--- src/rtl/lock_access_controller_pkg.sv ---
// Shared state encoding and helpers for the lock access controller.
package lock_access_controller_pkg;

  localparam int STATE_W = 2;

  typedef enum logic [STATE_W-1:0] {
    S_IDLE    = 2'd0,
    S_UNLOCK  = 2'd1,
    S_LOCKOUT = 2'd2
  } lock_state_t;

  function automatic int max_int(input int a, input int b);
    return (a > b) ? a : b;
  endfunction

endpackage

--- src/rtl/lock_access_controller_timer.sv ---
// Loadable down-counter shared between the unlock window and the lockout period.
module lock_access_controller_timer #(
  parameter int W = 10
) (
  input  logic         clk,
  input  logic         clr_n,
  input  logic         load,
  input  logic [W-1:0] load_val,
  input  logic         en,
  output logic [W-1:0] count,
  output logic         zero
);

  // Load wins over decrement; the counter parks at zero instead of wrapping.
  always_ff @(posedge clk or negedge clr_n) begin
    if (!clr_n) begin
      count <= '0;
    end else if (load) begin
      count <= load_val;
    end else if (en && (count != '0)) begin
      count <= count - 1'b1;
    end
  end

  assign zero = (count == '0);

endmodule

--- src/rtl/lock_access_controller.sv ---
// Decides lock action from match results: timed unlock, failure counting, alarm and lockout.
module lock_access_controller
  import lock_access_controller_pkg::*;
#(
  parameter int MAX_FAIL       = 3,
  parameter int UNLOCK_CYCLES  = 50,
  parameter int LOCKOUT_CYCLES = 1000,
  parameter int TW             = $clog2(max_int(UNLOCK_CYCLES, LOCKOUT_CYCLES))
) (
  input  logic               clk,
  input  logic               clr_n,
  input  logic               m,
  input  logic               judge_req,
  input  logic               res,
  input  logic               relock,
  input  logic               alarm_ack,
  output logic               unlock,
  output logic               set_en,
  output logic               alarm,
  output logic               locked_out,
  output logic [1:0]         fail_cnt,
  output logic [TW-1:0]      timer,
  output logic [STATE_W-1:0] state
);

  localparam logic [TW-1:0] UNLOCK_LOAD  = TW'(UNLOCK_CYCLES - 1);
  localparam logic [TW-1:0] LOCKOUT_LOAD = TW'(LOCKOUT_CYCLES - 1);
  localparam logic [1:0]    FAIL_MAX     = 2'(MAX_FAIL);
  localparam logic [1:0]    FAIL_LAST    = 2'(MAX_FAIL - 1);

  lock_state_t   state_q, state_n;
  logic          armed_q, judge_d, att;
  logic [1:0]    fail_q, fail_n;
  logic          unlock_q, unlock_n;
  logic          alarm_q, alarm_n;
  logic          locked_q, locked_n;
  logic          timer_load, timer_en, timer_zero;
  logic [TW-1:0] load_val;

  // armed_q masks the first cycle after reset so a judge_req held through release is not an edge.
  assign att = judge_req & ~judge_d & m & armed_q;

  always_ff @(posedge clk or negedge clr_n) begin
    if (!clr_n) begin
      state_q  <= S_IDLE;
      armed_q  <= 1'b0;
      judge_d  <= 1'b0;
      fail_q   <= 2'd0;
      unlock_q <= 1'b0;
      alarm_q  <= 1'b0;
      locked_q <= 1'b0;
    end else begin
      state_q  <= state_n;
      armed_q  <= 1'b1;
      judge_d  <= judge_req;
      fail_q   <= fail_n;
      unlock_q <= unlock_n;
      alarm_q  <= alarm_n;
      locked_q <= locked_n;
    end
  end

  always_comb begin
    state_n    = state_q;
    fail_n     = fail_q;
    unlock_n   = unlock_q;
    alarm_n    = alarm_q;
    locked_n   = locked_q;
    timer_load = 1'b0;
    timer_en   = 1'b0;
    load_val   = '0;
    case (state_q)
      S_IDLE: begin
        if (att && res) begin
          state_n    = S_UNLOCK;
          fail_n     = 2'd0;
          unlock_n   = 1'b1;
          timer_load = 1'b1;
          load_val   = UNLOCK_LOAD;
        end else if (att && (fail_q == FAIL_LAST)) begin
          state_n    = S_LOCKOUT;
          fail_n     = FAIL_MAX;
          alarm_n    = 1'b1;
          locked_n   = 1'b1;
          timer_load = 1'b1;
          load_val   = LOCKOUT_LOAD;
        end else if (att && (fail_q != FAIL_MAX)) begin
          fail_n = 2'(fail_q + 2'd1);
        end
      end
      S_UNLOCK: begin
        // relock beats a simultaneous correct code; a correct code beats expiry.
        if (relock || (timer_zero && !(att && res))) begin
          state_n    = S_IDLE;
          unlock_n   = 1'b0;
          timer_load = 1'b1;
        end else if (att && res) begin
          timer_load = 1'b1;
          load_val   = UNLOCK_LOAD;
        end else begin
          timer_en = 1'b1;
        end
      end
      S_LOCKOUT: begin
        if (alarm_ack) alarm_n = 1'b0;
        if (timer_zero) begin
          state_n  = S_IDLE;
          fail_n   = 2'd0;
          alarm_n  = 1'b0;
          locked_n = 1'b0;
        end else begin
          timer_en = 1'b1;
        end
      end
      default: begin
        state_n    = S_IDLE;
        fail_n     = 2'd0;
        unlock_n   = 1'b0;
        alarm_n    = 1'b0;
        locked_n   = 1'b0;
        timer_load = 1'b1;
      end
    endcase
  end

  lock_access_controller_timer #(.W(TW)) u_timer (
    .clk      (clk),
    .clr_n    (clr_n),
    .load     (timer_load),
    .load_val (load_val),
    .en       (timer_en),
    .count    (timer),
    .zero     (timer_zero)
  );

  assign unlock     = unlock_q;
  assign set_en     = unlock_q;
  assign alarm      = alarm_q;
  assign locked_out = locked_q;
  assign fail_cnt   = fail_q;
  assign state      = state_q;

endmodule

--- config.mk ---
export PLATFORM = sky130hd
export DESIGN_NAME = lock_access_controller
export DESIGN_NICKNAME = d
export VERILOG_FILES = /design/src/rtl/lock_access_controller_pkg.sv /design/src/rtl/lock_access_controller_timer.sv /design/src/rtl/lock_access_controller.sv
export SDC_FILE = /design/constraint.sdc
export NUM_CORES = 1
export LEC_CHECK = 0
export CAP_MARGIN = 5
export CORE_MARGIN = 5
export CORE_UTILIZATION = 45
export CTS_BUF_LIST = sky130_fd_sc_hd__clkbuf_8
export DETAILED_ROUTE_END_ITERATION = 10
export PLACE_DENSITY_LB_ADDON = 0.05
export SLEW_MARGIN = 20
export SYNTH_ARGS = -nofsm -noshare
export SYNTH_HDL_FRONTEND = slang
export SYNTH_SLANG_ARGS = --single-unit
--- constraint.sdc ---
create_clock -name clk -period 4.6 [get_ports clk]
set_clock_uncertainty 0.15 [all_clocks]
set_input_delay 0.92 -clock clk [delete_from_list [all_inputs] [get_ports clk]]
set_output_delay 0.92 -clock clk [all_outputs]
set_load 0.01 [all_outputs]
==> flow_metrics.py, run 1 <==
metrics = {
    "setup_path": {
        "cp.arrival_ns": 2.87,
        "worstPathRequired_ns": 4.57,
        "crit_slowest_cell": "clkdlybuf4s50_1",
        "startpoint_type": "input port",
        "crit_family": "compound AO/OA/AOI/OAI gates",
        "path_buf_inv": 1,
        "path_cells": "clkdlybuf4s50_1 > and4b_1 > o21ai_0 > a221o_1 > a2bb2oi_1 > a21oi_1",
        "max_stage_delay_ns": 0.49,
        "end_kind": "register",
        "crit_type": "input port to register",
        "worstPathMaxFanout": 11,
    },
    "synth": {
        "synth_cells": 133,
        "ys_seq_area_share_pct": 37.8,
        "synth_ff_type": "dfrtp_1",
        "synth_edf_count": 0,
        "syn_nets": 147,
        "synth.avg_cell_area_um2": 9.45,
        "yosys.area_share.simple_pct": 18.8,
        "synth_cell_type_count": 44,
        "synth_warnings": 0,
        "muxShareOfSynthArea_pct": 3.29,
        "ys_seq_elements": 19,
        "synth_top_area_share_pct": 37.8,
        "synthTopCellsByArea": "dfrtp_1 (38%), ha_1 (7.0%), a21oi_1 (5.6%)",
        "synth_compound_area_share_pct": 19.7,
        "synth_xor_area_share_pct": 6.27,
        "synthAdderAreaFrac_pct": 6.97,
        "async_flop_share_pct": 100,
        "syn_area_um2": 1260,
        "synth_top_area_cell": "dfrtp_1",
        "synth_top_family_by_area": "compound AO/OA/AOI/OAI gates",
    },
    "timing": {
        "fin_crit_sh_pct": 63.0,
        "totalNegativeSetupSlack_ns": 0,
        "final.min_clock_period_ns": 2.90,
        "timing.hold.ws_ns": 0.402,
        "max_freq_mhz": 345,
        "finalSetupViolations": 0,
        "slew_headroom_pct": 43.5,
        "grt_setup_unrepaired": "no",
        "hold_viol": 0,
        "slew_viol_final": 0,
        "worstMarginPinSlew_ns": 0.844,
    },
    "cts": {
        "hold_buffers": 0,
        "clk_path_buf_depth": 2,
        "ctsHtreeMaxLevel": 1,
        "cts.sinks": 19,
        "clk_pin_slew_worst_paths_ns": 0.07,
        "cts_resized": 0,
        "clk_latency_ns": 0.25,
        "cts_setup_buffers": 0,
        "tritoncts": "done",
        "cts-root-buf": "clkbuf_8",
        "numCtsBuffers": 3,
    },
    "power_and_ir_drop": {
        "power_density_nw_per_um2": 579,
        "max-vdd-ir-drop_mv": 0.279,
        "p_total_w": 0.000892,
        "p_leak_nw": 0.622,
    },
    "route": {
        "detail-route-antenna-nets": 0,
        "dr.pass1.iters": 4,
        "drtIter0Drc": 93,
        "vias": 1076,
        "wl_um": 2810,
        "vias_per_cell": 5.78,
        "wl_per_cell_um": 15.1,
        "drc": 0,
    },
    "layout": {
        "drive_gt1_share_pct": 7.74,
        "final_common_cell": "clkdlybuf4s50_1",
        "final_cell_mix": "clkdlybuf4s50_1 (24), dfrtp_1 (19), a21oi_1 (14)",
        "synthToLayoutAreaGrowth_pct": 22.7,
        "fillers": 238,
        "fin_util_pct": 56.9,
        "fin_nets": 170,
        "antenna_cells": 0,
        "final_cells": 186,
    },
    "placed_design": {
        "dp_hpwl_um": 2180,
        "dp.cells": 182,
        "gp_congestion": 0.792,
        "portBuffers": 24,
    },
    "run": {
        "maxCapViolCount": 0,
    },
    "global_route": {
        "grt_pass1_wl_um": 4810,
        "first_global_vias": 1044,
        "grt_overflow_total": 0,
        "antenna_found_initial": 0,
        "grt_usage_pct": 14.8,
        "grt_max_degree": 20,
    },
    "floorplanning": {
        "core_area_um2": 2710,
        "die_w_um": 62.8,
        "chipHeight_um": 62.8,
        "initial_core_util_pct": 46.4,
        "dieArea_um2": 3950,
        "ios": 25,
        "fp-row-count": 19,
    },
    "run_status": {
        "status": "finished clean",
    },
    "worst_hold_path": {
        "hold_class": "register to register",
    },
}
## sequential cells by signal, indices dropped and copies added (netlist names)
signal and flops:
locked_out 1, armed_q 1, judge_d 1, fail_cnt 2, alarm 1, set_en 1, u_timer.count 10, state 2
## synth_stat cells (2+ instances only)
cell       number
a21oi_1        14
a2bb2oi_1       2
a31oi_1         2
and2_1          2
buf_2           2
buf_4           2
dfrtp_1        19
ha_1            7
inv_1          12
mux2i_1         3
nand2_1         6
nand2b_1        2
nand3_1         4
nor2_1          4
nor3_1          5
nor3_2          3
nor4_1          4
o21ai_0         6
or3_1           2
xnor2_1         8
## worst paths after layout
| check | startpoint | end | slack [ns] | cells past startpoint |
|---|---|---|---|---|
| worst min-delay path | alarm$_DFFE_PN0P_ | alarm$_DFFE_PN0P_ | 0.40 | 2 |
| worst min register to register | alarm$_DFFE_PN0P_ | alarm$_DFFE_PN0P_ | 0.40 | 2 |
| max in group asynchronous | clr_n | u_timer.count[3]$_DFFE_PN0P_ | 2.78 | 1 |
| min in group asynchronous | clr_n | u_timer.count[4]$_DFFE_PN0P_ | 0.99 | 1 |
| worst max register to register | state[1]$_DFFE_PN0P_ | u_timer.count[8]$_DFFE_PN0P_ | 2.25 | 7 |
| worst max-delay path | judge_req | u_timer.count[8]$_DFFE_PN0P_ | 1.70 | 6 |
## where the power goes
| part | internal, W | leakage, nW | switching [W] |
|---|---|---|---|
| clock | 0.0000602 | 0.0255 | 0.0000544 |
| combinational | 0.000240 | 0.357 | 0.000237 |
| sequential | 0.000224 | 0.239 | 0.0000765 |
| total | 0.000524 | 0.622 | 0.000368 |
## worst reg2reg max path, cell delays in order, from the launching register on
cell and delay, ns:
dfrtp_1 0.43, inv_1 0.13, ha_1 0.28, and2b_1 0.30, o221ai_4 0.21, a2111oi_2 0.43
xnor2_1 0.18, a21oi_1 0.09
## kinds of logic after synthesis
kind of cell             after synthesis
AO/OA/AOI/OAI                         35
XOR/XNOR                               9
adder cells (fa/ha/maj)                7
buffers and inverters                 18
flip-flops                            19
multiplexers                           4
other                                  1
AND/OR/NAND/NOR                       40
## final cells by class
type | instances | area [um^2] | area share (%)
clock buffer | 3 | 41.3 | 2.68
clock inverter | 1 | 5.00 | 0.325
inverter | 12 | 45.0 | 2.92
multi-input combinational | 96 | 696 | 45.1
sequential | 19 | 475 | 30.8
tap | 31 | 38.8 | 2.52
timing repair buffer | 24 | 240 | 15.6
## through the flow
step	setup WS, ns	cell area [um^2]
2_1_floorplan	2.22	1260
3_3_place_gp	1.50	1500
3_5_place_dp	1.44	1500
4_1_cts	1.70	1540
5_1_grt	1.55	1540
6_report	1.70	1540
## routing by layer
layer  part of all wire, %  track usage [%]  routed length (um)  vias to the layer above
met3                   4.0             2.52                 112                        5
met1                    46             19.1                1300                      515
met5                     0                0                   0                        -
met4                   1.1             4.77                  31                        0
li1                      -                -                   -                      527
met2                    49             24.7                1360                       29
Note: power is estimated with default switching activity, not from simulation.
==> inputs of run 2 (changes only) <==
clock period = 2.9 ns   (was 4.6 ns; I/O delays follow)
==> run 2 against run 1 <==
Net effect:
- utilization up 1.1 points
- final cell count up 2.2%
- global-route usage up 1.0 points
- via count up 0.46%
- critical path depth unchanged
- first-iteration DRC count down 58%
- largest power group unchanged
- highest routed layer unchanged
==> flow_metrics.py, run 2 (same netlist as run 1, synthesis figures left out) <==
metrics = {
    "setup_path": {
        "r2r-end": "u_timer.count[8]$_DFFE_PN0P_",
        "worstPathRequired_ns": 2.90,
        "r2r_slack_ns": 0.60,
        "cp.arrival_ns": 2.34,
        "crit_type": "input port to register",
        "end_kind": "register",
        "r2r_cells": 7,
        "worstPathMaxFanout": 10,
        "startpoint_type": "input port",
        "rr_startpoint": "state[1]$_DFFE_PN0P_",
    },
    "layout": {
        "drive_gt1_share_pct": 10.1,
        "regMostFlops": "u_timer.count",
        "final_common_cell": "clkdlybuf4s50_1",
        "fin_nets": 174,
        "final_cell_mix": "clkdlybuf4s50_1 (24), dfrtp_1 (19), a21oi_1 (14)",
        "final_cells": 190,
        "antenna_cells": 0,
        "largest_register_ffs": 10,
        "synthToLayoutAreaGrowth_pct": 25.1,
    },
    "global_route": {
        "grt_pass1_wl_um": 5200,
        "grt_overflow_total": 0,
        "grt_max_degree": 20,
        "first_global_vias": 1182,
        "antenna_found_initial": 0,
        "grt_usage_pct": 15.8,
    },
    "floorplanning": {
        "die_w_um": 62.8,
        "ios": 25,
        "chipHeight_um": 62.8,
        "dieArea_um2": 3950,
        "core_area_um2": 2710,
        "initial_core_util_pct": 46.4,
        "fp-row-count": 19,
    },
    "route": {
        "dr.pass1.iters": 4,
        "drc": 0,
        "wl_um": 2880,
        "vias": 1081,
        "drtIter0Drc": 39,
        "detail-route-antenna-nets": 0,
        "vias_per_cell": 5.69,
        "wl_per_cell_um": 15.1,
    },
    "run": {
        "maxCapViolCount": 0,
    },
    "power_and_ir_drop": {
        "max-vdd-ir-drop_mv": 0.567,
        "p_leak_nw": 0.643,
        "power_density_nw_per_um2": 909,
    },
    "worst_hold_path": {
        "hold_depth": 1,
        "hold_class": "register to register",
        "whs_endpoint": "set_en$_DFFE_PN0P_",
        "min_from": "set_en$_DFFE_PN0P_",
    },
    "placed_design": {
        "portBuffers": 24,
        "dp.cells": 186,
        "dp_hpwl_um": 2120,
        "gp_congestion": 0.863,
    },
    "timing": {
        "grt_setup_unrepaired": "no",
        "totalNegativeSetupSlack_ns": 0,
        "slew_viol_final": 0,
        "fin_crit_sh_pct": 80.8,
        "finalSetupViolations": 0,
        "final.min_clock_period_ns": 2.34,
        "hold_viol": 0,
        "max_freq_mhz": 427,
    },
    "cts": {
        "cts-root-buf": "clkbuf_8",
        "cts_resized": 0,
        "clk_pin_slew_worst_paths_ns": 0.08,
        "clk_latency_ns": 0.26,
        "clk_path_buf_depth": 2,
        "tritoncts": "done",
        "ctsHtreeMaxLevel": 1,
        "cts.sinks": 19,
        "hold_buffers": 0,
        "numCtsBuffers": 3,
        "cts_setup_buffers": 0,
    },
    "run_status": {
        "status": "finished clean",
    },
}
run 2: worst max-delay path by stage:
stage,start,end,slack (ns),depth (start not counted)
after CTS,judge_req,u_timer.count[3]$_DFFE_PN0P_,0.57,6
final,judge_req,u_timer.count[3]$_DFFE_PN0P_,0.56,6
after global placement,judge_req,u_timer.count[3]$_DFFE_PN0P_,0.35,6
after detailed placement,judge_req,u_timer.count[3]$_DFFE_PN0P_,0.30,6
after global routing,state[1]$_DFFE_PN0P_,u_timer.count[1]$_DFFE_PN0P_,0.39,7
after floorplan,state[1]$_DFFE_PN0P_,u_timer.count[8]$_DFFE_PN0P_,0.84,7
run 2: stage by stage:
stage / total power (W) / instance area, um^2 / setup WS, ns / utilization (%) / hold WS, ns
after floorplan: 0.000942 / 1260 / 0.838 / - / 0.134
after global placement: 0.00123 / 1530 / 0.355 / 56.3 / 0.361
after detailed placement: 0.00124 / 1530 / 0.299 / 56.3 / 0.369
after CTS: 0.00144 / 1570 / 0.566 / 58.0 / 0.388
after global routing: 0.00155 / 1570 / 0.385 / 58.0 / 0.400
final: 0.00143 / 1570 / 0.557 / 58.0 / 0.379
run 2: routing by layer:
layer / track usage [%] / up-vias / routed length (um)
li1: - / 530 / -
met1: 20.9 / 522 / 1410
met2: 25.0 / 22 / 1340
met3: 2.70 / 7 / 81
met4: 6.90 / 0 / 38
met5: 0 / - / 0
run 2: power breakdown:
part	internal [W]	total (W)	switching [W]
clock network	0.0000955	0.000186	0.0000901
logic	0.000391	0.000765	0.000374
registers	0.000355	0.000477	0.000122
run 2: final cells by class:
| cell class | count | area (um^2) |
|---|---|---|
| well taps | 31 | 38.8 |
| repair buffers | 28 | 270 |
| multi-input cells | 96 | 696 |
| flip-flops and latches | 19 | 475 |
| fillers | 248 | 1140 |
| clock buffers | 3 | 41.3 |
| clock inverters | 1 | 5.00 |
| inverters | 12 | 45.0 |
run 2: worst max-delay path, cell delays in order:
cell and delay [ns]:
clkdlybuf4s50_1 0.49, and4b_1 0.27, o21ai_0 0.13, a221o_1 0.35, and2_1 0.31, and2_1 0.20
==> inputs of run 3 (changes only) <==
clock period = 2.1 ns   (was 2.9 ns; I/O delays follow)
==> run 3 against run 2 <==
Net effect:
- worst setup slack lost 0.45 ns
- via count grew 8.0%
- routed wire length grew 12%
- non-clock buffer count grew 25
- sequential power grew 32%
- critical path depth grew 2
- final cell count grew 13%
- utilization grew 9.6 points
- die area is the same
- power grew 61%
- design area grew 17%
- critical path type is now register to register
- highest routed layer unchanged
==> flow_metrics.py, run 3 (same netlist as run 1, synthesis figures left out) <==
metrics = {
    "timing": {
        "fin_crit_sh_pct": 95.0,
        "fin_ws_ns": 0.106,
        "hold_viol": 0,
        "finalSetupViolations": 0,
        "max_freq_mhz": 501,
        "slew_viol_final": 0,
        "final.min_clock_period_ns": 1.99,
    },
    "route": {
        "drc": 0,
        "met3WireLength_um": 100,
        "wl_um": 3220,
        "vias": 1167,
        "drt-met1-wl_um": 1440,
        "drtIter0Drc": 44,
        "detail-route-antenna-nets": 0,
        "top_layer_used": "met4",
        "wl_per_cell_um": 15.0,
        "dr.pass1.iters": 4,
        "wl_met2_um": 1640,
        "vias_per_cell": 5.43,
    },
    "global_route": {
        "antenna_found_initial": 0,
        "grt_pass1_wl_um": 5550,
        "grt_max_degree": 20,
        "first_global_vias": 1199,
        "grt_overflow_total": 0,
        "grt_usage_pct": 17.1,
    },
    "setup_path": {
        "worstPathRequired_ns": 2.08,
        "end_kind": "register",
        "cp.arrival_ns": 1.98,
        "worstPathMaxFanout": 7,
        "crit_type": "register to register",
        "startpoint_type": "register",
    },
    "cts": {
        "ctsHtreeMaxLevel": 1,
        "cts.sinks": 19,
        "tritoncts": "done",
        "clk_pin_slew_worst_paths_ns": 0.07,
        "numCtsBuffers": 3,
        "clk_path_buf_depth": 2,
        "clk_latency_ns": 0.25,
        "cts-root-buf": "clkbuf_8",
    },
    "floorplanning": {
        "dieArea_um2": 3950,
        "core_area_um2": 2710,
        "initial_core_util_pct": 46.4,
        "fp-row-count": 19,
        "die_w_um": 62.8,
        "chipHeight_um": 62.8,
        "ios": 25,
    },
    "layout": {
        "regMostFlops": "u_timer.count",
        "antenna_cells": 0,
        "final_common_cell": "buf_4",
        "final_cell_mix": "buf_4 (26), clkdlybuf4s50_1 (22), dfrtp_1 (19)",
        "synthToLayoutAreaGrowth_pct": 45.8,
        "largest_register_ffs": 10,
        "fin_util_pct": 67.6,
        "fillers": 233,
        "postLayoutCellArea_um2": 1830,
        "drive_gt1_share_pct": 29.3,
        "fin_nets": 199,
    },
    "power_and_ir_drop": {
        "p_leak_nw": 0.794,
        "swShare_pct": 39.7,
        "power.switching_w": 0.000914,
        "power_density_nw_per_um2": 1260,
        "seq_power_share_pct": 27.4,
        "internal-power_w": 0.00139,
        "max-vdd-ir-drop_mv": 0.995,
        "power.share.clock_pct": 10.9,
        "pwr-share-comb_pct": 61.7,
    },
    "worst_hold_path": {
        "hold_class": "input port to register",
    },
    "placed_design": {
        "pre_cts_ws_ns": -0.352,
        "gp_congestion": 0.825,
        "portBuffers": 24,
        "dp_hpwl_um": 2400,
        "dpl-instance-area_um2": 1700,
    },
    "run": {
        "maxCapViolCount": 0,
    },
    "run_status": {
        "status": "finished clean",
    },
}
run 3: per-stage QoR:
stage / instances / setup TNS, ns / total power, W / hold slack, ns
5_1_grt: 215 / -0.0252 / 0.00249 / 0.172
3_3_place_gp: 209 / -2.47 / 0.00189 / 0.364
6_report: 215 / 0 / 0.00230 / 0.176
3_5_place_dp: 209 / -3.40 / 0.00193 / 0.375
4_1_cts: 213 / 0 / 0.00219 / 0.363
2_1_floorplan: 133 / 0 / 0.00130 / -0.0256
run 3: critical path, cell delays in order (launching register included):
cell and delay (ns):
dfrtp_1 0.38, buf_4 0.14, ha_2 0.18, buf_4 0.15
o221ai_4 0.38, nor2_2 0.10, buf_4 0.16, xnor2_2 0.16
a21oi_2 0.07
run 3: area by class of cell:
class	count	area, um^2	share of cell area (%)
Multi-Input combinational cell	96	753	41.1
Sequential cell	19	475	26.0
Timing Repair Buffer	53	474	25.9
Clock buffer	3	41.3	2.25
Tap cell	31	38.8	2.12
Clock inverter	1	3.75	0.205
Inverter	12	45.0	2.46
run 3: repair_timing:
action	4_1_cts	5_1_grt
resized for setup	2	20
endpoints found under the setup margin	9	11
hold buffers	0	0
pin swaps	0	9
buffers inserted	0	2
run 3: power by group through the flow:
stage,Combinational [W],Sequential [W],Clock (W)
3_3_place_gp,0.00127,0.000629,0
3_5_place_dp,0.00129,0.000635,0
2_1_floorplan,0.000610,0.000692,0
5_1_grt,0.00156,0.000650,0.000279
6_report,0.00142,0.000630,0.000251
4_1_cts,0.00130,0.000628,0.000261
run 3: final timing paths:
path	endpoint	slack, ns	start	depth (start not counted)
min in group asynchronous	u_timer.count[3]$_DFFE_PN0P_	0.35	clr_n	2
min	judge_d$_DFF_PN0_	0.18	judge_req	1
max	u_timer.count[0]$_DFFE_PN0P_	0.11	state[1]$_DFFE_PN0P_	8
max in group asynchronous	fail_cnt[1]$_DFFE_PN0P_	1.24	clr_n	2
min reg2reg	set_en$_DFFE_PN0P_	0.39	set_en$_DFFE_PN0P_	1
max reg2reg	u_timer.count[0]$_DFFE_PN0P_	0.11	state[1]$_DFFE_PN0P_	8
run 3: layer usage:
metal  vias up  GRT usage, %
met5         -             0
met2        23          29.1
met3         6          2.70
li1        583             -
met4         0          5.84
met1       555          21.8
